===== src/rtl/multicycle_controller.sv =====
// Multicycle CPU control FSM: FETCH/DECODE/EXEC/MEM/WB sequencing with
// memory handshakes, a handshake timeout to FAULT, and a retired-instruction counter.
module multicycle_controller #(
  parameter int unsigned TIMEOUT_CYCLES = 64,
  parameter logic [5:0]  HALT_OP        = 6'h3F
) (
  input  logic        clk,
  input  logic        rst,
  input  logic [5:0]  opecode,
  input  logic [5:0]  funct,
  input  logic        alu_zero,
  output logic        imem_req,
  input  logic        imem_ready,
  output logic        dmem_req,
  output logic        dmem_we,
  input  logic        dmem_ready,
  output logic        ir_we,
  output logic        pc_we,
  output logic [1:0]  pc_src,
  output logic        lr_we,
  output logic        reg_we,
  output logic        reg_dst,
  output logic        wb_src,
  output logic        alu_src,
  output logic        zors,
  output logic [5:0]  alu_funct,
  output logic        halted,
  output logic        fault,
  output logic [31:0] retired
);

  typedef enum logic [2:0] {
    S_FETCH  = 3'd0,
    S_DECODE = 3'd1,
    S_EXEC   = 3'd2,
    S_MEM    = 3'd3,
    S_WB     = 3'd4,
    S_HALT   = 3'd5,
    S_FAULT  = 3'd6
  } state_t;

  typedef enum logic [3:0] {
    C_NOP   = 4'd0,
    C_RTYPE = 4'd1,
    C_JR    = 4'd2,
    C_ADDI  = 4'd3,
    C_ORI   = 4'd4,
    C_LW    = 4'd5,
    C_SW    = 4'd6,
    C_BEQ   = 4'd7,
    C_J     = 4'd8,
    C_JAL   = 4'd9,
    C_HALT  = 4'd10
  } cls_t;

  localparam logic [7:0] TMO_LAST = 8'(TIMEOUT_CYCLES - 1);

  state_t      state_q, state_d;
  cls_t        cls_q, cls_d, cls_dec;
  logic [5:0]  funct_q, funct_d;
  logic [7:0]  tmo_q, tmo_d;
  logic [31:0] retired_q;
  logic        retire;
  logic        wait_tick;

  // Instruction class from the decoded IR fields; HALT_OP takes priority.
  always_comb begin
    cls_dec = C_NOP;
    if (opecode == HALT_OP) begin
      cls_dec = C_HALT;
    end else begin
      case (opecode)
        6'h00:   cls_dec = (funct == 6'h08) ? C_JR : C_RTYPE;
        6'h08:   cls_dec = C_ADDI;
        6'h0D:   cls_dec = C_ORI;
        6'h23:   cls_dec = C_LW;
        6'h2B:   cls_dec = C_SW;
        6'h04:   cls_dec = C_BEQ;
        6'h02:   cls_dec = C_J;
        6'h03:   cls_dec = C_JAL;
        default: cls_dec = C_NOP;
      endcase
    end
  end

  always_ff @(posedge clk) begin
    if (rst) begin
      state_q   <= S_FETCH;
      cls_q     <= C_NOP;
      funct_q   <= 6'd0;
      tmo_q     <= 8'd0;
      retired_q <= 32'd0;
    end else begin
      state_q <= state_d;
      cls_q   <= cls_d;
      funct_q <= funct_d;
      tmo_q   <= tmo_d;
      if (retire) begin
        retired_q <= retired_q + 32'd1;
      end
    end
  end

  // Next state; the timeout counter only advances while parked in a wait state,
  // so any state change or ready clears it.
  always_comb begin
    state_d   = state_q;
    cls_d     = cls_q;
    funct_d   = funct_q;
    retire    = 1'b0;
    wait_tick = 1'b0;
    case (state_q)
      S_FETCH: begin
        if (imem_ready) begin
          state_d = S_DECODE;
        end else if (tmo_q == TMO_LAST) begin
          state_d = S_FAULT;
        end else begin
          wait_tick = 1'b1;
        end
      end
      S_DECODE: begin
        cls_d   = cls_dec;
        funct_d = funct;
        if (cls_dec == C_NOP) begin
          retire  = 1'b1;
          state_d = S_FETCH;
        end else begin
          state_d = S_EXEC;
        end
      end
      S_EXEC: begin
        case (cls_q)
          C_RTYPE, C_ADDI, C_ORI: state_d = S_WB;
          C_LW, C_SW:             state_d = S_MEM;
          C_BEQ, C_J, C_JAL, C_JR: begin
            retire  = 1'b1;
            state_d = S_FETCH;
          end
          C_HALT:  state_d = S_HALT;
          default: state_d = S_FETCH;
        endcase
      end
      S_MEM: begin
        if (dmem_ready) begin
          if (cls_q == C_LW) begin
            state_d = S_WB;
          end else begin
            retire  = 1'b1;
            state_d = S_FETCH;
          end
        end else if (tmo_q == TMO_LAST) begin
          state_d = S_FAULT;
        end else begin
          wait_tick = 1'b1;
        end
      end
      S_WB: begin
        retire  = 1'b1;
        state_d = S_FETCH;
      end
      S_HALT:  state_d = S_HALT;
      S_FAULT: state_d = S_FAULT;
      default: state_d = S_FETCH;
    endcase
    tmo_d = wait_tick ? (tmo_q + 8'd1) : 8'd0;
  end

  // Outputs. Selects derive from the latched class, so they hold from EXEC through WB.
  always_comb begin
    imem_req  = 1'b0;
    dmem_req  = 1'b0;
    dmem_we   = 1'b0;
    ir_we     = 1'b0;
    pc_we     = 1'b0;
    pc_src    = 2'd0;
    lr_we     = 1'b0;
    reg_we    = 1'b0;
    reg_dst   = 1'b0;
    wb_src    = 1'b0;
    alu_src   = 1'b0;
    zors      = 1'b0;
    alu_funct = 6'd0;
    halted    = 1'b0;
    fault     = 1'b0;

    if (state_q == S_EXEC || state_q == S_MEM || state_q == S_WB) begin
      case (cls_q)
        C_RTYPE: begin
          alu_funct = funct_q;
          reg_dst   = 1'b1;
        end
        C_ADDI: begin
          alu_src   = 1'b1;
          zors      = 1'b1;
          alu_funct = 6'h20;
        end
        C_ORI: begin
          alu_src   = 1'b1;
          alu_funct = 6'h25;
        end
        C_LW: begin
          alu_src   = 1'b1;
          zors      = 1'b1;
          alu_funct = 6'h20;
          wb_src    = 1'b1;
        end
        C_SW: begin
          alu_src   = 1'b1;
          zors      = 1'b1;
          alu_funct = 6'h20;
        end
        C_BEQ:   alu_funct = 6'h22;
        default: alu_funct = 6'd0;
      endcase
    end

    case (state_q)
      S_FETCH: begin
        imem_req = 1'b1;
        if (imem_ready) begin
          ir_we = 1'b1;
          pc_we = 1'b1;
        end
      end
      S_EXEC: begin
        case (cls_q)
          C_BEQ: begin
            pc_we  = alu_zero;
            pc_src = 2'd1;
          end
          C_J: begin
            pc_we  = 1'b1;
            pc_src = 2'd2;
          end
          C_JAL: begin
            pc_we  = 1'b1;
            pc_src = 2'd2;
            lr_we  = 1'b1;
          end
          C_JR: begin
            pc_we  = 1'b1;
            pc_src = 2'd3;
          end
          default: pc_src = 2'd0;
        endcase
      end
      S_MEM: begin
        dmem_req = 1'b1;
        dmem_we  = (cls_q == C_SW);
      end
      S_WB:    reg_we = 1'b1;
      S_HALT:  halted = 1'b1;
      S_FAULT: fault  = 1'b1;
      default: imem_req = 1'b0;
    endcase
  end

  assign retired = retired_q;

endmodule


===== config.mk =====
export PLATFORM = sky130hd
export DESIGN_NAME = multicycle_controller
export DESIGN_NICKNAME = d
export VERILOG_FILES = /design/src/rtl/multicycle_controller.sv
export SDC_FILE = /design/constraint.sdc
export NUM_CORES = 1
export LEC_CHECK = 0
export ABC_AREA = 1
export ABC_CLOCK_PERIOD_IN_PS = 1800
export BUFFER_PORTS_ARGS = -buffer_cell sky130_fd_sc_hd__buf_2
export CAP_MARGIN = 10
export CORE_MARGIN = 8
export CORE_UTILIZATION = 55
export DETAILED_ROUTE_END_ITERATION = 8
export GPL_ROUTABILITY_DRIVEN = 0
export PLACE_DENSITY = 0.8
export SLEW_MARGIN = 20
export SYNTH_ARGS = -nofsm -noshare
export SYNTH_HDL_FRONTEND = slang
export SYNTH_SLANG_ARGS = --single-unit

===== constraint.sdc =====
create_clock -name clk -period 1.8 [get_ports clk]
set_clock_uncertainty 0.15 [all_clocks]
set_input_delay 0.09 -clock clk [delete_from_list [all_inputs] [get_ports clk]]
set_output_delay 0.09 -clock clk [all_outputs]
set_load 0.02 [all_outputs]

Word level (Yosys, flattened, before mapping)
Cells that the tools add are included.
- register bits: 53
- word-level logic and storage cells: 90
- output and inout bits: 53
- muxes and demuxes: 43
- equality and inequality tests: 26
- $add $sub $neg: 2
- bitwise logic cells: 1
- reduce and logical (&&, ||, !) cells: 13
- operator list (cell ; count):
    $add 32x1->32 const B ; 1
    $pmux 4 s8 ; 1
    $mux 1 ; 25
    $pmux 6 s4 ; 1
    $eq 6x4->1 const B ; 3
    $eq 6x6->1 const B ; 3
    $pmux 3 s6 ; 1
    $eq 4x3->1 const B ; 4
    $eq 4x4->1 const B ; 3
    $eq 6x2->1 const B ; 2
    $mux 3 ; 4
    $eq 3x3->1 const B ; 3
    $pmux 3 s3 ; 1
    $reduce_or 3->1 ; 3
    $add 8x1->8 const B ; 1
    $eq 4x2->1 const B ; 2
    $eq 8x6->1 const B ; 1
    $reduce_or 4->1 ; 2
    $eq 3x2->1 const B ; 2
    $eq 6x3->1 const B ; 1
    $logic_not 6->1 ; 1
    $mux 2 ; 3
    $mux 6 ; 1
    $pmux 1 s2 ; 3
    other kinds (10) ; 13

Logic depth before layout (Yosys ltp)
- word-level depth: 7
- mapped depth: 12
- mapped depth without buffers: 12

Worst setup path after synthesis
OpenSTA, ideal clock, no wires.
- path kind: reg2reg
- start: register retired_q[0], in the netlist retired[0]
- end: register retired_q[30], in the netlist retired[30]
- arrival: 1607 ps
- cell stages (with the launch flop): 10
- slack: -89 ps
- library setup time: 132 ps
- buffers on the path: 0
- cells stage by stage: dfxtp_1 ha_1 nand2_1 nor3_1 nand3_1 inv_1 nand2_1 xnor2_1 nand2_1 a21oi_1
- cells in the longest elaborated chain, start to end: 1
- RTL lines (element ; RTL line ; RTL):
    from (decl) ; 62 ; logic [31:0] retired_q;
    from (signal assigned) ; 99 ; retired_q <= retired_q + 32'd1;
    $add 32x1->32 ; 99 ;
No other way between the ends.
A chain may end at the register's enable or synchronous reset.

Worst setup path after layout
- start: register retired_q[11], in the netlist retired[11]
- end: register retired_q[27], in the netlist retired[27]
Same word-level chain as after synthesis.

==> metrics.yaml <==
initial_core_util: 0.567
max_freq_ghz: 0.472
worstPathCellList: "inv_1 -> nor3_1 -> nand2_1 -> nor3_1 -> nand2_1 -> xnor2_1 -> nand2_1 -> a21oi_1"
ioPinCount: 70
ys_warn_count: 0
viasPerCell: 6.08
grt_start_max_net_pins: 34
core_area_um2: 5890
failed_checks: "setup timing"
rsz0062_at_grt: "yes"
synthArstFlopShare: 0
period_needed_ns: 2.12
drive_above_1_share: 0.360
grt_pass1_vias: 3724
die_h_um: 93.9
fin_crit_sh: 1.18
power.leakage_nw: 2.09
detail-route-antenna-nets: 0
ir_drop_mv: 0.358
setup_viol: 59
wl_um: 13600
synth_top_area_cell: "dfxtp_1"
worst_path_most_repeated_cell: "nand2_1"
avgSynthCellArea_um2: 6.38
rows: 28
dpl.cell_count: 689
first_pass_iters: 5
antenna_cells: 0
h-tree-depth: 2
grt_use_met2: 0.401
vias: 4441
clock-sinks: 53
synth_edf_count: 0
synth_area_leaders: "dfxtp_1 32%, nand2_1 13%, nor2_1 8.4%"
stdcell_count: 730
grt_pass1_wl_um: 16800
area_growth_syn_to_layout_pct: 43.0
tightestPinTransition_ns: 0.399
dp_hpwl_um: 7220
status: "complete, but fails checks"
synth.top_cell.area_share: 0.318
met3_usage: 0.0392
fill_cells: 362
grt_use_met1: 0.283
crit_fanout: 5
top_usage_layer: "met2"
syn_area_um2: 3340
hold_path.class: "input pin to flop"
synth.net_count: 542
fin_nets: 673
max_cap_violations: 0
drt_iter0_drc: 555
critPathKind: "flop to flop"
synth_cell_type_count: 32
io_buffers: 69
crit_required_ns: 1.90
synthFlopType: "dfxtp_1"
cts_buffer_depth: 2
layout_common_cells: "102 x nand2_1, 63 x buf_4, 58 x buf_2"
slowest_delay_ns: 0.38
die_w_um: 93.9
numCtsBuffers: 5
overflow: 0
slew_headroom: 0.733
cpMaxStageDelayCell: "dfxtp_2"
finalWorstSetupSlack_ns: -0.318
cp-end-kind: "flop"
crit_path_start_kind: "flop"
ys_seq_area_frac: 0.318
layout_commonest_cell: "nand2_1"
place_ws_ns: -0.0424
slew_violations: 0
groute.usage.overall: 0.228
p_per_area_nw_per_um2: 507
drc: 0
final_hold_viol_count: 0
ys_seq_elements: 53
die_area_um2: 8820
antenna_found_initial: 0
wire_per_inst_um: 18.6
syn_inst: 523
critical_path_arrival_ns: 2.21
cts_tree: "done"
cts_root_buf: "clkbuf_8"
insertion_delay_ns: 0.33
cts.clk_slew.worst_paths_ns: 0.11
layer usage:
metal  share of wire  vias to the layer above  routed length (µm)
met1            0.36                     1984                4840
met5               0                        -                   0
met2            0.48                      393                6460
met3            0.11                      114                1430
met4           0.063                        0                 858
li1                -                     1950                   -
critical path: cells and delay by family (launching register included):
| kind | cells | cell delay, ns |
|---|---|---|
| buffers and inverters | 1 | 0.07 |
| XOR/XNOR | 1 | 0.18 |
| flip-flops | 1 | 0.38 |
| AND/OR/NAND/NOR | 5 | 1.10 |
| AO/OA/AOI/OAI | 1 | 0.16 |
report_power, final:
group | internal [W] | switching [W]
clock | 0.000285 | 0.000445
combinational | 0.000161 | 0.000298
sequential | 0.00120 | 0.0000289
total | 0.00165 | 0.000772
cell usage after synthesis (2+ instances only):
| library cell | n |
|---|---|
| nand2_1 | 119 |
| nor2_1 | 75 |
| inv_1 | 62 |
| dfxtp_1 | 53 |
| nand3_1 | 50 |
| a21oi_1 | 38 |
| xor2_1 | 21 |
| nor3_1 | 17 |
| o21ai_0 | 16 |
| xnor2_1 | 10 |
| nand4_1 | 9 |
| clkbuf_1 | 6 |
| nor2_2 | 6 |
| a31oi_1 | 5 |
| nor3b_1 | 5 |
| buf_2 | 4 |
| buf_4 | 3 |
| buf_6 | 3 |
| nand3b_1 | 3 |
| ha_1 | 2 |
| inv_2 | 2 |
| nor3_2 | 2 |
| o211ai_1 | 2 |
| o22ai_1 | 2 |
metrics by stage:
stage / utilization / hold WS, ns / area, µm² / setup TNS, ns / power, W
4_1_cts: 0.729 / 0.0453 / 4290 / -0.0774 / 0.00227
3_3_place_gp: 0.674 / 0.185 / 3970 / 0 / 0.00152
2_1_floorplan: - / 0.0749 / 3340 / -0.136 / 0.00144
3_5_place_dp: 0.674 / 0.197 / 3970 / -0.521 / 0.00153
5_1_grt: 0.811 / 0.0739 / 4770 / -10.33 / 0.00249
6_report: 0.811 / 0.0525 / 4770 / -6.94 / 0.00242
cell families after synthesis:
logic type | Yosys count | share of synthesized area
AOI/OAI and AO/OA | 68 | 0.112
xor gates and xnor gates | 31 | 0.0814
adders and majority gates | 2 | 0.00750
buffers and inverters | 80 | 0.102
DFF | 53 | 0.318
and+or+nand+nor | 289 | 0.380
path summary, 6_finish.rpt:
path                                  from                  endpoint  slack, ns  cells after the start
setup / recovery  retired[11]$_SDFFE_PP0P_  retired[27]$_SDFFE_PP0P_      -0.32                      8
hold reg to reg    funct_q[4]$_SDFFE_PP0N_   funct_q[4]$_SDFFE_PP0N_       0.32                      2
hold / removal                  opecode[1]     cls_q[3]$_SDFFE_PP0N_       0.05                      5
setup reg to reg  retired[11]$_SDFFE_PP0P_  retired[27]$_SDFFE_PP0P_      -0.32                      8
registers in the layout, summed over array words and instances (netlist names):
signal / count
cls_q: 4
funct_q: 6
retired: 32
state_q: 3
tmo_q: 8
layout make-up:
type,count,area (µm²),area share
multi-input cells,395,2330,0.489
inverters,64,248,0.0519
repair buffers,135,923,0.193
flip-flops and latches,53,1080,0.226
clock inverters,3,25.0,0.00524
well taps,75,93.8,0.0197
clock buffers,5,68.8,0.0144
what timing repair did:
item                                    in CTS  in global routing
endpoints found under the setup margin      45                 63
buffers inserted                             8                 15
pin swaps                                    8                 20
endpoints found under the hold margin        6                  0
gates cloned                                 1                  4
hold buffers                                 6                  0
gates resized for setup                     29                103
(Power assumes the default switching activity.)
